**src/rtl/rgb_fade_pkg.sv**
```systemverilog
// Shared types and helpers for the hue-wheel fade engine.
package rgb_fade_pkg;

  localparam int unsigned NUM_PHASES = 6;

  // Triangle profile: rise, hold high twice, fall, hold low twice.
  typedef enum logic [2:0] {
    PH_INC   = 3'd0,
    PH_HIGH1 = 3'd1,
    PH_HIGH2 = 3'd2,
    PH_DEC   = 3'd3,
    PH_LOW1  = 3'd4,
    PH_LOW2  = 3'd5
  } phase_t;

  // Reserved encoding behaves as FADE.
  typedef enum logic [1:0] {
    MODE_FADE     = 2'd0,
    MODE_SOLID_ON = 2'd1,
    MODE_OFF      = 2'd2,
    MODE_RSVD     = 2'd3
  } mode_t;

  function automatic phase_t phase_next(input phase_t p);
    case (p)
      PH_INC:   return PH_HIGH1;
      PH_HIGH1: return PH_HIGH2;
      PH_HIGH2: return PH_DEC;
      PH_DEC:   return PH_LOW1;
      PH_LOW1:  return PH_LOW2;
      default:  return PH_INC;
    endcase
  endfunction

  // Channels are spaced two phases apart around the wheel (120 degrees).
  function automatic phase_t RESET_PHASE(input int unsigned k);
    return phase_t'(3'((2 + 4 * k) % NUM_PHASES));
  endfunction

endpackage

```
**src/rtl/rgb_fade_engine_channel.sv**
```systemverilog
// One LED channel: phase sequencer, duty shaping, period shadow and PWM bit.
module fade_channel
  import rgb_fade_pkg::*;
#(
  parameter int unsigned CH_INDEX        = 0,
  parameter int unsigned PWM_PERIOD      = 1200,
  parameter int unsigned STEPS_PER_PHASE = 167,
  parameter int unsigned STEP_AMOUNT     = PWM_PERIOD / STEPS_PER_PHASE,
  parameter int unsigned DUTY_W          = $clog2(PWM_PERIOD),
  parameter int unsigned SI_W            = 1
) (
  input  logic              clk,
  input  logic              rst_n,
  input  logic              i_phase_adv,
  input  logic [SI_W-1:0]   i_step_idx,
  input  logic [1:0]        i_mode,
  input  logic [7:0]        i_brightness,
  input  logic              i_load,
  input  logic [DUTY_W-1:0] i_pwm_cnt,
  output logic              o_pwm,
  output logic [DUTY_W-1:0] o_duty
);

  localparam logic [DUTY_W-1:0] DUTY_MAX = DUTY_W'(PWM_PERIOD - 1);

  phase_t              r_phase;
  phase_t              w_phase_next;
  logic [31:0]         w_prod;
  logic [DUTY_W-1:0]   w_raw;
  logic [DUTY_W-1:0]   w_moded;
  logic [DUTY_W+7:0]   w_scaled;
  logic [DUTY_W-1:0]   w_eff;
  logic [DUTY_W-1:0]   r_shadow;
  logic                r_pwm;

  // Next phase: advance only on the shared phase-wrap pulse.
  always_comb begin
    // NOTE: every always_comb output gets a default first so no path leaves it unassigned (no latch).
    w_phase_next = r_phase;
    if (i_phase_adv) w_phase_next = phase_next(r_phase);
  end

  // Phase register; each channel starts at its own wheel offset.
  always_ff @(posedge clk or negedge rst_n) begin
    if (!rst_n) r_phase <= RESET_PHASE(CH_INDEX);
    // NOTE: state registers use non-blocking assignment so all flops update from pre-edge values.
    else        r_phase <= w_phase_next;
  end

  // Raw duty is recomputed from phase/step every cycle, so it can never drift.
  always_comb begin
    w_prod = 32'd0;
    case (r_phase)
      PH_INC:             w_prod = 32'(i_step_idx) * STEP_AMOUNT;
      PH_DEC:             w_prod = (STEPS_PER_PHASE - 1 - 32'(i_step_idx)) * STEP_AMOUNT;
      PH_HIGH1, PH_HIGH2: w_prod = 32'(PWM_PERIOD - 1);
      default:            w_prod = 32'd0;
    endcase
    w_raw = (w_prod > 32'(PWM_PERIOD - 1)) ? DUTY_MAX : DUTY_W'(w_prod);
  end

  // Mode override, then brightness scale: eff = duty*(b+1)/256 (b=255 is exact).
  always_comb begin
    case (mode_t'(i_mode))
      MODE_SOLID_ON: w_moded = DUTY_MAX;
      MODE_OFF:      w_moded = '0;
      default:       w_moded = w_raw;
    endcase
    w_scaled = (DUTY_W + 8)'(w_moded) * (DUTY_W + 8)'({1'b0, i_brightness} + 9'd1);
    w_eff    = DUTY_W'(w_scaled >> 8);
  end

  // Shadow only reloads on the last clock of a period, keeping each period glitch-free.
  always_ff @(posedge clk or negedge rst_n) begin
    if (!rst_n)      r_shadow <= '0;
    else if (i_load) r_shadow <= w_eff;
  end

  // Registered compare; at pwm_cnt==PERIOD-1 the output is always low.
  always_ff @(posedge clk or negedge rst_n) begin
    if (!rst_n) r_pwm <= 1'b0;
    else        r_pwm <= (i_pwm_cnt < r_shadow);
  end

  assign o_pwm  = r_pwm;
  assign o_duty = r_shadow;

endmodule

```
**src/rtl/rgb_fade_engine.sv**
```systemverilog
// N-channel hue-wheel fade engine with integrated PWM.
// Holds the shared step prescaler, step index and PWM counter.
module rgb_fade_engine
  import rgb_fade_pkg::*;
#(
  parameter int unsigned N_CHANNELS      = 3,
  parameter int unsigned PWM_PERIOD      = 1200,
  parameter int unsigned STEP_INTERVAL   = 12000,
  parameter int unsigned STEPS_PER_PHASE = 167,
  parameter int unsigned STEP_AMOUNT     = PWM_PERIOD / STEPS_PER_PHASE,
  parameter int unsigned DUTY_W          = $clog2(PWM_PERIOD)
) (
  input  logic                         clk,
  input  logic                         rst_n,
  input  logic                         i_enable,
  input  logic [1:0]                   i_mode,
  input  logic [7:0]                   i_brightness,
  output logic [N_CHANNELS-1:0]        o_pwm,
  output logic [N_CHANNELS*DUTY_W-1:0] o_duty,
  output logic                         o_period_strobe
);

  localparam int unsigned SC_W = (STEP_INTERVAL > 1) ? $clog2(STEP_INTERVAL) : 1;
  localparam int unsigned SI_W = (STEPS_PER_PHASE > 1) ? $clog2(STEPS_PER_PHASE) : 1;

  logic [SC_W-1:0]   r_step_cnt;
  logic [SI_W-1:0]   r_step_idx;
  logic [DUTY_W-1:0] r_pwm_cnt;
  logic              w_step_tick;
  logic              w_step_last;
  logic              w_phase_adv;
  logic              w_pwm_last;

  assign w_step_tick = i_enable && (r_step_cnt == SC_W'(STEP_INTERVAL - 1));
  assign w_step_last = (r_step_idx == SI_W'(STEPS_PER_PHASE - 1));
  assign w_phase_adv = w_step_tick && w_step_last;
  assign w_pwm_last  = (r_pwm_cnt == DUTY_W'(PWM_PERIOD - 1));

  // Step prescaler; frozen (not cleared) while disabled so resume skips nothing.
  always_ff @(posedge clk or negedge rst_n) begin
    if (!rst_n)        r_step_cnt <= '0;
    else if (i_enable) r_step_cnt <= w_step_tick ? '0 : r_step_cnt + 1'b1;
  end

  // Step index shared by all channels keeps them phase-locked.
  always_ff @(posedge clk or negedge rst_n) begin
    if (!rst_n)           r_step_idx <= '0;
    else if (w_step_tick) r_step_idx <= w_step_last ? '0 : r_step_idx + 1'b1;
  end

  // PWM period counter runs regardless of enable.
  always_ff @(posedge clk or negedge rst_n) begin
    if (!rst_n) r_pwm_cnt <= '0;
    else        r_pwm_cnt <= w_pwm_last ? '0 : r_pwm_cnt + 1'b1;
  end

  assign o_period_strobe = w_pwm_last;

  for (genvar k = 0; k < N_CHANNELS; k++) begin : g_ch
    fade_channel #(
      .CH_INDEX        (k),
      .PWM_PERIOD      (PWM_PERIOD),
      .STEPS_PER_PHASE (STEPS_PER_PHASE),
      .STEP_AMOUNT     (STEP_AMOUNT),
      .DUTY_W          (DUTY_W),
      .SI_W            (SI_W)
    ) u_ch (
      .clk          (clk),
      .rst_n        (rst_n),
      .i_phase_adv  (w_phase_adv),
      .i_step_idx   (r_step_idx),
      .i_mode       (i_mode),
      .i_brightness (i_brightness),
      .i_load       (w_pwm_last),
      .i_pwm_cnt    (r_pwm_cnt),
      .o_pwm        (o_pwm[k]),
      .o_duty       (o_duty[k*DUTY_W +: DUTY_W])
    );
  end

endmodule

```
**config.mk**
```make
export PLATFORM = sky130hd
export DESIGN_NAME = rgb_fade_engine
export DESIGN_NICKNAME = d
export VERILOG_FILES = /design/src/rtl/rgb_fade_pkg.sv /design/src/rtl/rgb_fade_engine_channel.sv /design/src/rtl/rgb_fade_engine.sv
export SDC_FILE = /design/constraint.sdc
export NUM_CORES = 1
export LEC_CHECK = 0
export ABC_AREA = 1
export CORE_UTILIZATION = 57
export CTS_BUF_LIST = sky130_fd_sc_hd__clkbuf_4 sky130_fd_sc_hd__clkbuf_8 sky130_fd_sc_hd__clkbuf_16
export DETAILED_ROUTE_END_ITERATION = 7
export PLACE_DENSITY = 0.87
export SLEW_MARGIN = 15
export SYNTH_ARGS = -nofsm -noshare
export SYNTH_HDL_FRONTEND = slang
export SYNTH_SLANG_ARGS = --single-unit
```
**constraint.sdc**
```tcl
create_clock -name clk -period 10 [get_ports clk]
set_input_delay 2.5 -clock clk [delete_from_list [all_inputs] [get_ports clk]]
set_output_delay 2.5 -clock clk [all_outputs]
set_load 0.02 [all_outputs]
```
### Word-level counts from Yosys, hierarchy flattened

Cells that the tools add are included.

| operators by class | value |
|---|---|
| add/subtract/negate cells | 5 |
| multiply operators | 5 |
| order comparisons | 6 |
| equal/unequal tests | 17 |
| mux-type cells | 15 |
| reduce and logical (&&, ||, !) cells | 8 |

Operators with widths:

| cell | count |
|---|---|
| $pmux W32 S3 | 3 |
| $gt A32 B11 Y1 const B | 3 |
| $pmux W11 S2 | 3 |
| $mul A11 B19 Y19 | 3 |
| $pmux W3 S5 | 3 |
| $mux W11 | 4 |
| $lt A11 B11 Y1 | 3 |
| $mul A32 B3 Y32 const B | 1 |
| $eq A3 B2 Y1 const B | 6 |
| $add A14 B1 Y14 const B | 1 |
| $eq A14 B14 Y1 const B | 1 |
| $mux W14 | 1 |
| $add A11 B1 Y11 const B | 1 |
| $eq A11 B11 Y1 const B | 1 |
| $mul A8 B3 Y11 const B | 1 |
| $add A8 B1 Y9 const B | 1 |
| $eq A3 B1 Y1 const B | 3 |
| $eq A3 B3 Y1 const B | 3 |
| $logic_not A3 Y1 | 3 |
| $sub A8 B8 Y9 const A | 1 |
| $add A8 B1 Y8 const B | 1 |
| $eq A8 B8 Y1 const B | 1 |
| $mux W8 | 1 |
| $reduce_or A2 Y1 | 3 |
| other kinds (3) | 4 |

| storage, ports and cells | value |
|---|---|
| bits in registers | 78 |
| input port bits | 13 |
| output and inout bits | 37 |

### Logic depth before layout (Yosys ltp)

| depth | value |
|---|---|
| depth after elaboration | 7 |
| gate-level depth with buffers | 47 |

### Modules after synthesis

A second synthesis with hierarchy kept.

| second synthesis, totals | value |
|---|---|
| cell total of the unflattened synthesis | 2,718 |
| area, all modules | 19,688.9 µm² |

By module, submodules not included:

| module | times used | cells an instance | area each (µm²) |
|---|---|---|---|
| fade_channel (g_ch[1].u_ch) | 1 | 819 | 5,939.4 |
| fade_channel (g_ch[0].u_ch) | 1 | 820 | 5,929.4 |
| fade_channel (g_ch[2].u_ch) | 1 | 817 | 5,883.1 |
| rgb_fade_engine | 1 | 262 | 1,936.9 |

### Least setup slack after synthesis

OpenSTA, ideal clock, no wires.

| timing path | value |
|---|---|
| path type | input to register |
| start | in i_mode[1] |
| end | reg g_ch[2].u_ch.r_shadow[10] |
| data arrival time | 7,325 ps |
| path slack | 2,557 ps |
| stages | 22 |
| buffers on the path | 2 |
| path through | inv_1 > ha_1 > nor2_1 > inv_1 > buf_2 > clkbuf_1 > nand2_1 > nor2_1 > fa_1 > fa_1 > fa_1 > inv_1 > fa_1 > inv_1 > ha_1 > a21o_1 > a21oi_1 > nor2_1 > a2111oi_0 > nand3b_1 > nand3_1 > nand2_1 |

| between the ends | value |
|---|---|
| word-level cells in the longest chain between the ends | 3 |
| elaborated cells on any way between the ends | 4 |
| those cells by class | mul: 1; eq/ne: 2; mux: 1 |

RTL lines:

| what | line | source |
|---|---|---|
| start, declared | rgb_fade_engine.sv:16 | `input logic [1:0] i_mode,` |
| $eq A2 B2 Y1 or $eq A2 B1 Y1 (tied branches) | rgb_fade_engine_channel.sv:64 | `case (mode_t'(i_mode))` |
| $pmux W11 S2 (*) | rgb_fade_engine_channel.sv:64 |  |
| $mul A11 B19 Y19 (*) | rgb_fade_engine_channel.sv:69 | `w_scaled = (DUTY_W + 8)'(w_moded) * (DUTY_W + 8)'({1'b0, i_brightness} + 9'd1);` |
| end signal, assigned | rgb_fade_engine_channel.sv:76 | `else if (i_load) r_shadow <= w_eff;` |
| end, declared | rgb_fade_engine_channel.sv:33 | `logic [DUTY_W-1:0] r_shadow;` |

Mark *: on every way between the ends. The rest lies on a longest branch, timed or not.
A chain may end at the register's enable or synchronous reset.

### Worst setup path after layout

| timing path | value |
|---|---|
| start | reg r_step_idx[0] |
| end | reg g_ch[1].u_ch.r_shadow[10] |

| between the ends | value |
|---|---|
| word-level cells in the longest chain between the ends | 7 |
| elaborated cells on any way between the ends | 8 |
| those cells by class | add/sub: 1; mul: 3; order compare: 1; mux: 3 |

RTL lines:

| what | line | source |
|---|---|---|
| start, declared | rgb_fade_engine.sv:27 | `logic [SI_W-1:0] r_step_idx;` |
| start signal, assigned | rgb_fade_engine.sv:48 | `else if (w_step_tick) r_step_idx <= w_step_last ? '0 : r_step_idx + 1'b1;` |
| $sub A8 B8 Y9 | rgb_fade_engine_channel.sv:55 | `PH_DEC: w_prod = (STEPS_PER_PHASE - 1 - 32'(i_step_idx)) * STEP_AMOUNT;` |
| $mul A32 B3 Y32 | rgb_fade_engine_channel.sv:55 |  |
| $pmux W32 S3 (*) | rgb_fade_engine_channel.sv:53 | `case (r_phase)` |
| $gt A32 B11 Y1 | rgb_fade_engine_channel.sv:59 | `w_raw = (w_prod > 32'(PWM_PERIOD - 1)) ? DUTY_MAX : DUTY_W'(w_prod);` |
| $mux W11 (*) | rgb_fade_engine_channel.sv:59 |  |
| $pmux W11 S2 (*) | rgb_fade_engine_channel.sv:64 |  |
| $mul A11 B19 Y19 (*) | rgb_fade_engine_channel.sv:69 |  |
| end signal, assigned | rgb_fade_engine_channel.sv:76 |  |
| end, declared | rgb_fade_engine_channel.sv:33 |  |

Marked as above.

==> impl_metrics.json <==
{
  "drc": 3,
  "wl_per_cell_um": 16.5,
  "grt_use_total": 0.310,
  "slowest_stage": "dfrtp_1",
  "wl_mm": 41.0,
  "setup_tns_ns": 0,
  "io_buffers": 49,
  "status": "finished with violations",
  "cap_violations": 0,
  "cts_buffer_depth": 2,
  "worst_pin_slew_ns": 1.03,
  "num_antenna_cells": 0,
  "routabilityCongestion": 1.01,
  "grt_pass1_vias": 14300,
  "endpoint_kind": "flop",
  "hold_viol_final": 0,
  "cts_tree": "built",
  "async_reset_ff_frac": 1.00,
  "drt_iter0_markers": 1151,
  "hold_class": "reg2reg",
  "cts_root_buffer": "clkbuf_16",
  "fp.dieH_um": 167,
  "synth.top_cell.area_share": 0.254,
  "period_share": 0.863,
  "synth_cells": 2099,
  "grt-ovfl-total": 0,
  "worstPathMaxFanout": 10,
  "clkTransAtPathRegs_ns": 0.08,
  "start_util": 0.588,
  "yosys-top-cells-area": "fa_1 25%, ha_1 14%, dfrtp_1 12%",
  "cts_resized": 0,
  "grt_max_degree": 54,
  "path_class": "reg2reg",
  "syn-num-nets": 2482,
  "synth-main-ff-cell": "dfrtp_1",
  "clk_latency_ns": 0.37,
  "synth.avg_cell_area_um2": 7.36,
  "fin_nets": 2522,
  "synthToLayoutAreaGrowth_pct": 7.73,
  "vias": 14000,
  "fmax_mhz": 116,
  "cts_hold_buf": 0,
  "final_core_util": 0.633,
  "cts.sinks": 78,
  "rsz0062_at_grt": "no",
  "power_density_mw_per_mm2": 136,
  "synth_area_mm2": 0.0154,
  "drive_gt1_frac": 0.0434,
  "ios": 50,
  "antenna_found_initial": 0,
  "ys_warn_count": 0,
  "period_needed_ns": 8.63,
  "ir_drop_uv": 121,
  "ys_seq_area_frac": 0.127,
  "failed_checks": "design-rule violations",
  "die_area_mm2": 0.0278,
  "firstDrtPassIters": 7,
  "ys_ff_latch": 78,
  "path_common_cell": "inv_1",
  "numCtsBuffers": 9,
  "die_x_um": 167,
  "relSlewSlack": 0.306,
  "synth_area_leader_cell": "fa_1",
  "num_rows": 59,
  "core_mm2": 0.0263,
  "arrival_ns": 8.88,
  "post_cts_buffers": 0,
  "start_kind": "flop",
  "slowest_delay_ns": 0.64,
  "grt_pass1_wl_mm": 69.2,
  "synth.distinct_cells": 51,
  "drv_slew": 0,
  "critPathRequiredTime_ns": 10.25,
  "ant_nets": 0,
  "place_hpwl_mm": 33.4,
  "p_leak_nw": 9.43,
  "clock_skew_ns": 0.0139,
  "synth_edf_count": 0,
  "viasPerCell": 5.65,
  "h-tree-depth": 3,
  "finalSetupViolCount": 0
}
[cells in the mapped netlist, drive strengths merged (4+ instances only)]
cell and instances:
nand2 474, inv 462, nor2 253, fa 196
ha 174, nand3 124, dfrtp 76, a21oi 65
o21ai 57, xor2 27, clkbuf 25, nor3 25
nand4 23, xnor2 23, o21a 17, nand3b 10
a21o 9, buf 9, clkinv 8, a211oi 7
a221oi 7, nor4 5, o21bai 5, a2111oi 4
[where the power goes]
group	total (mW)	internal, mW	switching [mW]	leakage (nW)
clock	0.344	0.174	0.170	0.136
combinational	1.58	0.579	1.00	8.47
sequential	0.347	0.332	0.0145	0.819
[final timing paths]
| check | cells after the start | endpoint | start | slack [ns] |
|---|---|---|---|---|
| hold reg to reg | 1 | r_pwm_cnt[0]$_DFF_PN0_ | r_pwm_cnt[0]$_DFF_PN0_ | 0.50 |
| setup / recovery | 34 | g_ch[1].u_ch.o_duty[10]$_DFFE_PN0P_ | r_step_idx[0]$_DFFE_PN0P_ | 1.37 |
| setup reg to reg | 34 | g_ch[1].u_ch.o_duty[10]$_DFFE_PN0P_ | r_step_idx[0]$_DFFE_PN0P_ | 1.37 |
| hold / removal | 1 | r_pwm_cnt[0]$_DFF_PN0_ | r_pwm_cnt[0]$_DFF_PN0_ | 0.50 |
| min in group asynchronous | 1 | g_ch[1].u_ch.r_phase[1]$_DFFE_PN0P_ | rst_n | 2.04 |
| max in group asynchronous | 2 | g_ch[0].u_ch.o_duty[4]$_DFFE_PN0P_ | rst_n | 6.88 |
[per-stage QoR]
| stage | worst slack, ns | hold WS, ns | total power [mW] | cell area [µm²] | cells |
|---|---|---|---|---|---|
| after floorplan | 2.56 | 0.455 | 1.53 | 15400 | 2099 |
| after global placement | 1.43 | 0.476 | 1.85 | 16300 | 2463 |
| after detailed placement | 1.23 | 0.482 | 1.90 | 16300 | 2463 |
| after CTS | 1.55 | 0.492 | 2.26 | 16600 | 2479 |
| after global routing | 0.817 | 0.540 | 2.51 | 16600 | 2479 |
| final | 1.37 | 0.505 | 2.27 | 16600 | 2479 |
[sequential cells by signal, indices dropped and copies added (netlist names)]
| name | count |
|---|---|
| r_pwm_cnt | 11 |
| g_ch.u_ch.o_duty | 33 |
| r_step_cnt | 14 |
| g_ch.u_ch.r_phase | 9 |
| g_ch.u_ch.o_pwm | 3 |
| r_step_idx | 8 |
[layout by cell type, fill, tap and decap left out, drive strengths merged, types with 25 or more instances in the layout]
cell / instances
nand2: 474
inv: 466
nor2: 253
fa: 196
ha: 174
nand3: 124
dfrtp: 76
a21oi: 65
o21ai: 57
clkdlybuf4s50: 48
xor2: 27
nor3: 25
[kinds of logic (layout without fill, tap and decap cells)]
kind of cell,Yosys count,in the layout,share of synthesized area
DFF,78,78,0.127
AOI/OAI and AO/OA,177,177,0.0690
muxes,1,1,0.000729
adders and majority gates,370,370,0.395
xor gates and xnor gates,50,50,0.0288
buffers and inverters,504,549,0.124
and+or+nand+nor,919,919,0.256
[area by class of cell]
cell class              instances  area [µm²]
multi-input cells            1517       11600
fillers                      2239        9640
flip-flops and latches         78        1950
inverters                     470        1760
repair buffers                 63         593
well taps                     335         419
clock buffers                   9         225
clock inverters                 7        63.8
[critical path: cells and delay by family, from the launching register on]
family	cells	cell delay, ns
adders and majority gates	8	3.41
and+or+nand+nor	13	1.59
AOI/OAI and AO/OA	4	1.22
xor gates and xnor gates	3	1.00
buffers and inverters	6	0.66
DFF	1	0.64
[layer usage]
| layer | vias to the layer above | global-route usage | share of wire |
|---|---|---|---|
| met2 | 630 | 0.526 | 0.47 |
| li1 | 6496 | - | - |
| met4 | 0 | 0.130 | 0.040 |
| met5 | - | 0 | 0 |
| met3 | 133 | 0.0482 | 0.087 |
| met1 | 6740 | 0.395 | 0.40 |
Note: power is estimated with default switching activity, not from simulation.
